[src/rtl/pc_gen.sv]
//------------------------------------------------------------------------------
// Module   : pc_gen
// Brief    : RV32I fetch PC generator with boot/run/halt control, fetch
//            valid/ready handshake, misaligned-redirect trapping and fetch count.
// Revision : 1.0 - initial release
//------------------------------------------------------------------------------
`default_nettype none

module pc_gen #(
  parameter int              XLEN         = 32,
  parameter logic [XLEN-1:0] RESET_VECTOR = '0,
  parameter logic [XLEN-1:0] TRAP_VECTOR  = XLEN'(32'h0000_0100),
  parameter int              CNT_W        = 32
) (
  input  logic             clk,
  input  logic             rst,
  input  logic             i_stall,
  input  logic             i_redirect,
  input  logic [XLEN-1:0]  i_redirect_pc,
  input  logic             i_trap,
  input  logic             i_halt,
  input  logic             i_resume,
  input  logic             i_fetch_ready,
  output logic [XLEN-1:0]  o_pc,
  output logic [XLEN-1:0]  o_pc_plus4,
  output logic             o_fetch_valid,
  output logic             o_misalign,
  output logic [XLEN-1:0]  o_misalign_addr,
  output logic [CNT_W-1:0] o_fetch_cnt
);

  typedef enum logic [1:0] {
    ST_BOOT = 2'd0,
    ST_RUN  = 2'd1,
    ST_HALT = 2'd2
  } state_t;

  state_t           r_state;
  state_t           w_state_nxt;
  logic [XLEN-1:0]  r_pc;
  logic [XLEN-1:0]  w_pc_nxt;
  logic [XLEN-1:0]  w_pc_plus4;
  logic [XLEN-1:0]  r_misalign_addr;
  logic             r_misalign;
  logic             w_misalign_nxt;
  logic [CNT_W-1:0] r_fetch_cnt;
  logic             w_target_misaligned;
  logic             w_fetch_fire;

  assign w_pc_plus4          = r_pc + XLEN'(4);
  assign w_target_misaligned = |i_redirect_pc[1:0];
  assign w_fetch_fire        = (r_state == ST_RUN) && i_fetch_ready;

  always_ff @(posedge clk or posedge rst) begin
    if (rst) begin
      r_state         <= ST_BOOT;
      r_pc            <= RESET_VECTOR;
      r_misalign      <= 1'b0;
      r_misalign_addr <= '0;
      r_fetch_cnt     <= '0;
    end else begin
      r_state    <= w_state_nxt;
      r_pc       <= w_pc_nxt;
      r_misalign <= w_misalign_nxt;
      if (w_misalign_nxt) begin
        r_misalign_addr <= i_redirect_pc;
      end
      if (w_fetch_fire) begin
        r_fetch_cnt <= r_fetch_cnt + CNT_W'(1);
      end
    end
  end

  // Next-PC priority is only evaluated in RUN; BOOT and HALT hold the PC
  // except that a trap also pulls HALT back into RUN.
  always_comb begin
    w_state_nxt    = r_state;
    w_pc_nxt       = r_pc;
    w_misalign_nxt = 1'b0;
    case (r_state)
      ST_BOOT: begin
        w_state_nxt = ST_RUN;
      end
      ST_RUN: begin
        if (i_trap) begin
          w_pc_nxt = TRAP_VECTOR;
        end else if (i_redirect && !w_target_misaligned) begin
          w_pc_nxt = i_redirect_pc;
        end else if (i_redirect) begin
          w_pc_nxt       = TRAP_VECTOR;
          w_misalign_nxt = 1'b1;
        end else if (!i_stall && i_fetch_ready) begin
          w_pc_nxt = w_pc_plus4;
        end
        if (i_halt && !i_trap) begin
          w_state_nxt = ST_HALT;
        end
      end
      ST_HALT: begin
        if (i_trap) begin
          w_pc_nxt    = TRAP_VECTOR;
          w_state_nxt = ST_RUN;
        end else if (i_resume) begin
          w_state_nxt = ST_RUN;
        end
      end
      default: begin
        w_state_nxt = ST_BOOT;
      end
    endcase
  end

  assign o_pc            = r_pc;
  assign o_pc_plus4      = w_pc_plus4;
  assign o_fetch_valid   = (r_state == ST_RUN);
  assign o_misalign      = r_misalign;
  assign o_misalign_addr = r_misalign_addr;
  assign o_fetch_cnt     = r_fetch_cnt;

endmodule

`default_nettype wire

[config.mk]
export PLATFORM = sky130hd
export DESIGN_NAME = pc_gen
export DESIGN_NICKNAME = d
export VERILOG_FILES = /design/src/rtl/pc_gen.sv
export SDC_FILE = /design/constraint.sdc
export NUM_CORES = 1
export LEC_CHECK = 0
export CORE_UTILIZATION = 51
export CTS_BUF_LIST = sky130_fd_sc_hd__clkbuf_2 sky130_fd_sc_hd__clkbuf_4 sky130_fd_sc_hd__clkbuf_8
export DETAILED_ROUTE_END_ITERATION = 8
export PLACE_DENSITY = 0.9
export SYNTH_ARGS = -nofsm -noshare
export SYNTH_HDL_FRONTEND = slang
export SYNTH_SLANG_ARGS = --single-unit
[constraint.sdc]
create_clock -name clk -period 8.7 [get_ports clk]
set_clock_uncertainty 0.15 [all_clocks]
set_input_delay 0.87 -clock clk [delete_from_list [all_inputs] [get_ports clk]]
set_output_delay 0.87 -clock clk [all_outputs]
set_load 0.02 [all_outputs]
== Word-level counts from Yosys, hierarchy flattened ==
Index checks and enable logic that the tools add are counted.
Storage, ports and cells
  register bits: 99
  latch bits: 0
  RAM bits: 0
  bits in read-only memories: 0
  bits of input ports: 40
  output and inout bits: 130
  word-level logic and storage cells: 39
  memories kept: 0
Cells by class
  $add $sub $neg: 2
  multipliers: 0
  div/mod/pow operators: 0
  order comparisons: 0
  equality and inequality tests: 6
  shift operators: 0
  mux-type cells: 14
  bitwise logic cells: 0
  reductions and logical operators: 12
Operator list (count)
  32-bit 2-to-1 mux: 5
  32-bit case mux with 2 select lines: 1
  32-bit by 1-bit adder with 32-bit output (second input constant): 1
  32-bit by 3-bit adder with 32-bit output (second input constant): 1
  2-bit 2-to-1 mux: 3
  2-bit case mux with 3 select lines: 1
  5-bit by 3-bit inequality test with 1-bit output (second input constant): 1
  1-bit logical AND: 4
  1-bit 2-to-1 mux: 4
  1-bit zero test: 3
  3-bit inequality test (second input constant): 1
  3-bit AND reduction: 1
  2-bit by 1-bit equality test with 1-bit output (second input constant): 1
  2-bit equality test (second input constant): 1
  2-bit zero test: 1
  2-bit by 1-bit inequality test with 1-bit output (second input constant): 1
  2-bit inequality test (second input constant): 1
  2-bit AND reduction: 1
  2-bit nonzero test: 1
  2-bit OR reduction: 1

== Depth between registers and ports, before layout ==
Gate-level depths: netlist of run 1.
  word-level depth: 7
  depth in mapped cells: 8
  gate-level depth less buffers: 7

== Worst setup path after synthesis of run 1 ==
No wires, ideal clock.
  path type: register to output
  start point: register r_pc[2], in the netlist o_pc[2]
  end point: output o_pc_plus4[26]
  data arrival time: 2.003 ns
  required time: 7.680 ns
  setup slack: 5.677 ns
  cell stages (with the launch flop): 7
  buffers on the path: 1
  cells stage by stage: dfrtp_1 ha_1 nand4_1 nor4_4 buf_4 nand4_2 xnor2_1
Between the ends
  cells in the longest elaborated chain, start to end: 1
RTL lines
  start, declared: RTL line 40  | logic [XLEN-1:0] r_pc;
  start signal, assigned: RTL line 63  | r_pc <= w_pc_nxt;
  32-bit by 3-bit adder with 32-bit output: RTL line 50  | assign w_pc_plus4 = r_pc + XLEN'(4);
  end, declared: RTL line 25  | output logic [XLEN-1:0] o_pc_plus4,
Every way passes these cells.

== Final worst setup path of run 1 ==
  start point: register r_pc[2], in the netlist o_pc[2]
  end point: output o_pc_plus4[30]
Same word-level chain as after synthesis.

==> results of run 1 <==
state kept, by name, indices dropped and copies added (netlist names):
name	flops
o_misalign	1
r_state	2
o_pc	32
o_misalign_addr	32
o_fetch_cnt	32
metal layers:
| layer | wire (um) | up-vias | GRT usage |
|---|---|---|---|
| met5 | 0 | - | 0 |
| met4 | 395 | 0 | 0.106 |
| met3 | 772 | 30 | 0.0497 |
| met2 | 6610 | 182 | 0.447 |
| met1 | 5530 | 2130 | 0.357 |
| li1 | - | 1994 | - |
power groups by stage:
| stage | Clock (mW) | Combinational (mW) | Sequential (mW) |
|---|---|---|---|
| after floorplan | 0 | 0.254 | 0.786 |
| after global placement | 0 | 0.705 | 0.665 |
| after detailed placement | 0 | 0.725 | 0.676 |
| after CTS | 0.280 | 0.728 | 0.668 |
| after global routing | 0.301 | 0.769 | 0.684 |
| final | 0.275 | 0.724 | 0.668 |
worst reg2reg max path, stage by stage, from the launching register on:
cell and delay (ps):
dfrtp_1 390, inv_1 110, ha_1 330, nor4b_4 1060, buf_4 400, mux2_2 370
kinds of logic after synthesis:
logic type,share of synthesized area
buf+inv,0.0295
fa+ha+maj,0.0150
mux,0.0764
simple gates,0.177
compound gates,0.105
xor+xnor,0.103
flops,0.494
layout make-up:
cell class	count	area share
inverter	8	0.00466
clock inverter	5	0.00538
clock buffer	11	0.0208
multi-input combinational	337	0.345
sequential	99	0.355
timing repair buffer	172	0.246
tap	129	0.0231
cells in the final DEF, fill, tap and decap left out, drive strengths merged, types with 9 or more instances in the layout:
cell / Yosys / routed
o311ai: 10 / 10
xnor2: 44 / 44
a22oi: 9 / 9
o21ai: 28 / 28
xor2: 15 / 15
inv: 8 / 9
mux2: 34 / 34
clkbuf: 11 / 11
dfrtp: 99 / 99
nor2: 24 / 24
and4: 12 / 12
nand3: 29 / 29
nand4: 16 / 16
clkdlybuf4s50: 0 / 169
nand2: 46 / 46
worst paths after layout:
kind | cells past startpoint | slack [ps] | end | start
max | 7 | 4510 | o_pc_plus4[30] | o_pc[2]
max reg2reg | 5 | 5770 | o_misalign_addr[19] | r_state[1]
min in group asynchronous | 2 | 770 | o_fetch_cnt[25] | rst
min reg2reg | 1 | 330 | o_fetch_cnt[31] | o_fetch_cnt[31]
max in group asynchronous | 3 | 6530 | o_pc[2] | rst
min | 1 | 330 | o_fetch_cnt[31] | o_fetch_cnt[31]
==> results_dict.tcl, run 1 <==
set metrics [dict create \
    status "finished clean" \
    cp.required_ps 7680 \
    globalplace.congestion 0.847 \
    worst-path-buf-inv 1 \
    sw_frac_of_total 0.371 \
    initial_core_util 0.535 \
    drt_iter0_markers 238 \
    antenna_found_initial 0 \
    critPathKind "reg -> out" \
    clock_power_share 0.165 \
    drv_cap 0 \
    dr.pass1.iters 4 \
    placed_area_um2 6800 \
    clk_path_buf_depth 2 \
    diodes 0 \
    die_h_um 101 \
    rows 35 \
    grt_first_pass_wirelength_um 21500 \
    htree_num_levels 3 \
    num_io_pins 170 \
    core_um2 9370 \
    syn2layout_area_growth_pct 39.2 \
    grt-ovfl-total 0 \
    drc 0 \
    postRouteAntennaNets 0 \
    power_density_nw_per_um2 239 \
    max-slew-margin-rel 0.165 \
    synth_most_common_cell "dfrtp_1" \
    yosys_most_used_dff "dfrtp_1" \
    rsz0062_at_grt "false" \
    fin_total_pwr_mw 1.67 \
    drt-total-wl_um 13300 \
    p_sw_uw 619 \
    yosys_register_bits 99 \
    setup_ws_ps 4510 \
    hold_viol 0 \
    critPathCaptureType "output port" \
    start_kind "register" \
    die_w_um 101 \
    post_cts_buffers 0 \
    fmax_mhz 239 \
    synthesis.nets 514 \
    avgRoutedWirePerCell_um 17.5 \
    yosysWarnings 0 \
    clock_latency_ps 350 \
    cellLeakagePower_nw 2.88 \
    fin_crit_sh 0.481 \
    grt_pass1_vias 4196 \
    grt_max_degree 54 \
    design_area_um2 6980 \
    numCtsBuffers 9 \
    cts-resized-gates 0 \
    ys_types 47 \
    fillers 687 \
    seq_area_um2 2480 \
    synth_edf_count 0 \
    worst_path_dominant_cell_family "simple AND/OR/NAND/NOR gates" \
    tritoncts "done" \
    hp-class "reg -> reg" \
    via_per_inst 5.70 \
    root_buffer "clkbuf_8" \
    synthTopCellsByArea "dfrtp_1, xnor2_1, mux2_2" \
    dieArea_um2 10200 \
    critPathArrivalTime_ps 3170 \
    cp_slowest_cell "nor4_4" \
    syn_area_um2 5010 \
    finalSetupTns_ps 0 \
    holdBufCountCts 0 \
    worst-path-max-fanout 12 \
    num_vias 4336 \
    asyncSetResetFlopFracSynth 1.00 \
    power_frac_seq 0.401 \
    setup_viol 0 \
    synthTopCellsByCount "dfrtp_1, nand2_1, xnor2_1, mux2_2, nand3_1" \
    postLayoutCoreUtil 0.745 \
    critPathMaxStageDelay_ps 720 \
    clk_pin_slew_ps 100 \
    yosysSeqAreaShare 0.494 \
    dp_hpwl_um 9890 \
    fin_nets 673 \
    port_buffers 169 \
    cp_cell_sequence "ha_1 -> nand4_1 -> nor4_4 -> and2_1 -> nand3_1 -> xnor2_1 -> clkdlybuf4s50_1" \
    hold_ws_ps 332 \
    cts.sinks 99 \
    grt_use_total 0.271 \
    intPower_mw 1.05 \
    post-place-ws_ps 4870 \
    avgSynthCellArea_um2 10.7 \
    drive_gt1_frac 0.0997 \
    multi_input_area_um2 2410 \
    peakVddDrop_mv 0.188 \
    syn_inst 468 \
    synth_top_area_share 0.494 \
    dp.cells 745 \
    synth_top_area_cell "dfrtp_1" \
    post-route-min-period_ps 4190 \
    slew_viol_final 0 \
    tightest_slew_ps 1250 \
    fin_cells 761 \
    comb_power_share 0.434 \
]
Note: power is estimated with default switching activity, not from simulation.
==> inputs of run 2 (changes only) <==
--- a/config.mk
+++ b/config.mk
@@ -5,10 +5,10 @@
 export SDC_FILE = /design/constraint.sdc
 export NUM_CORES = 1
 export LEC_CHECK = 0
-export CORE_UTILIZATION = 51
+export CORE_UTILIZATION = 43
 export CTS_BUF_LIST = sky130_fd_sc_hd__clkbuf_2 sky130_fd_sc_hd__clkbuf_4 sky130_fd_sc_hd__clkbuf_8
 export DETAILED_ROUTE_END_ITERATION = 8
-export PLACE_DENSITY = 0.9
+export PLACE_DENSITY = 0.81
 export SYNTH_ARGS = -nofsm -noshare
 export SYNTH_HDL_FRONTEND = slang
 export SYNTH_SLANG_ARGS = --single-unit
==> constraint.sdc (replaced) <==
create_clock -name clk -period 3.64 [get_ports clk]
set_clock_uncertainty 0.15 [all_clocks]
set_input_delay 0.364 -clock clk [delete_from_list [all_inputs] [get_ports clk]]
set_output_delay 0.364 -clock clk [all_outputs]
set_load 0.02 [all_outputs]
==> run 2 against run 1 <==
Clock-buffer cell count shrank 2. Hold slack gained 5.6 ps. Combinational power grew 140%. Sequential power grew 140%. Largest power group unchanged. Highest routed layer unchanged.
==> results_dict.tcl, run 2 (synthesized netlist as in run 1, its figures left out) <==
set metrics [dict create \
    layout_commonest_cell "clkdlybuf4s50_1" \
    antenna_found_initial 0 \
    postRouteAntennaNets 0 \
    fin_cells 788 \
    start_kind "register" \
    grt_pass1_vias 4198 \
    layout_common_cells "clkdlybuf4s50_1, dfrtp_1, nand2_1" \
    peakVddDrop_mv 0.467 \
    num_io_pins 170 \
    clock_latency_ps 380 \
    worst-path-buf-inv 2 \
    drc 0 \
    postLayoutCoreUtil 0.624 \
    cp_cell_sequence "ha_1 -> nand4_1 -> nor4_4 -> buf_4 -> nand3_2 -> nor2_1 -> xor2_1 -> clkdlybuf4s50_1" \
    rsz0062_at_grt "false" \
    finalSetupTns_ps 0 \
    clk_path_buf_depth 2 \
    die_h_um 110 \
    htree_num_levels 3 \
    use_met3 0.0522 \
    top_usage_layer "met2" \
    syn2layout_area_growth_pct 41.4 \
    grt_use_total 0.233 \
    worstReg2RegEnd "o_pc[22]" \
    diodes 0 \
    hold_viol 0 \
    cellLeakagePower_nw 2.94 \
    drt-total-wl_um 13500 \
    numCtsBuffers 9 \
    worst-path-max-fanout 6 \
    clk_pin_slew_ps 100 \
    drt_iter0_markers 219 \
    via_per_inst 5.48 \
    cp.required_ps 3130 \
    post-route-min-period_ps 3450 \
    core_um2 11400 \
    dp.cells 768 \
    r2r-start "r_state[1]" \
    critPathArrivalTime_ps 2930 \
    grt_first_pass_wirelength_um 21100 \
    fillers 940 \
    ff2ff_path_depth 7 \
    globalplace.congestion 0.869 \
    min_to "o_fetch_cnt[31]" \
    tightest_slew_ps 938 \
    status "finished clean" \
    power_density_nw_per_um2 563 \
    critPathCaptureType "output port" \
    fin_crit_sh 0.947 \
    drv_cap 0 \
    worst-r2r-setup-slack_ps 1040 \
    holdBufCountCts 0 \
    port_buffers 169 \
    cts.sinks 99 \
    initial_core_util 0.441 \
    hold_depth 1 \
    design_area_um2 7090 \
    grt-ovfl-total 0 \
    critPathKind "reg -> out" \
    avgRoutedWirePerCell_um 17.2 \
    use_met1 0.296 \
    dieArea_um2 12100 \
    max-slew-margin-rel 0.375 \
    slew_viol_final 0 \
    grt_util_met2 0.369 \
    fmax_mhz 290 \
    rows 39 \
    root_buffer "clkbuf_8" \
    hp-class "reg -> reg" \
    fin_nets 686 \
    setup_viol 0 \
    die_w_um 110 \
    worst_path_dominant_cell_family "simple AND/OR/NAND/NOR gates" \
    drive_gt1_frac 0.119 \
    grt_max_degree 70 \
    cp_slowest_cell "clkdlybuf4s50_1" \
    worstHoldStart "o_fetch_cnt[31]" \
    dp_hpwl_um 9990 \
    dr.pass1.iters 4 \
    tritoncts "done" \
    num_vias 4321 \
    critPathMaxStageDelay_ps 610 \
    placed_area_um2 6880 \
    fin_total_pwr_mw 3.99 \
    crit_start "o_pc[3]" \
]
## run 2: worst reg2reg max path, stage by stage (launching register included)
cell and delay (ps):
dfrtp_1 400, inv_1 120, ha_1 340, nor3b_1 360, nand3_1 290, buf_4 290, or4_1 510, nand3_1 90
## run 2: timing repair
item                                    CTS  global route
endpoints found under the setup margin    3             1
resized for setup                         0             1
pin swaps                                 1             0
buffers inserted                          4             0
## run 2: worst max-delay path by stage
stage               slack, ps              to  depth (start not counted)
floorplan                 540  o_fetch_cnt[0]                          1
global placement          500  o_pc_plus4[22]                          7
detailed placement        390  o_pc_plus4[22]                          7
CTS                       150  o_pc_plus4[22]                          8
global route               20  o_pc_plus4[22]                          8
finish                    190  o_pc_plus4[22]                          8
## run 2: where the power goes
| group | switching (mW) | internal, mW | leakage [nW] | total, mW |
|---|---|---|---|---|
| logic | 0.873 | 0.875 | 1.56 | 1.75 |
| clock network | 0.413 | 0.252 | 0.0818 | 0.664 |
| registers | 0.214 | 1.36 | 1.30 | 1.58 |
## run 2: through the flow
stage	hold WS, ps	worst slack [ps]
floorplan	337	536
global placement	313	499
detailed placement	328	394
CTS	346	148
global route	368	21.6
finish	337	192
## run 2: area by class of cell
cell class / count / area [um^2] / area share
flip-flops and latches: 99 / 2480 / 0.350
multi-input cells: 337 / 2410 / 0.340
repair buffers: 185 / 1810 / 0.256
well taps: 143 / 179 / 0.0252
clock buffers: 9 / 124 / 0.0175
clock inverters: 7 / 53.8 / 0.00759
inverters: 8 / 32.5 / 0.00459
## run 2: routing by layer
layer | routed length (um) | vias to the layer above
met5 | 0 | -
met4 | 351 | 0
met3 | 813 | 22
met2 | 6560 | 145
met1 | 5820 | 2130
li1 | - | 2024
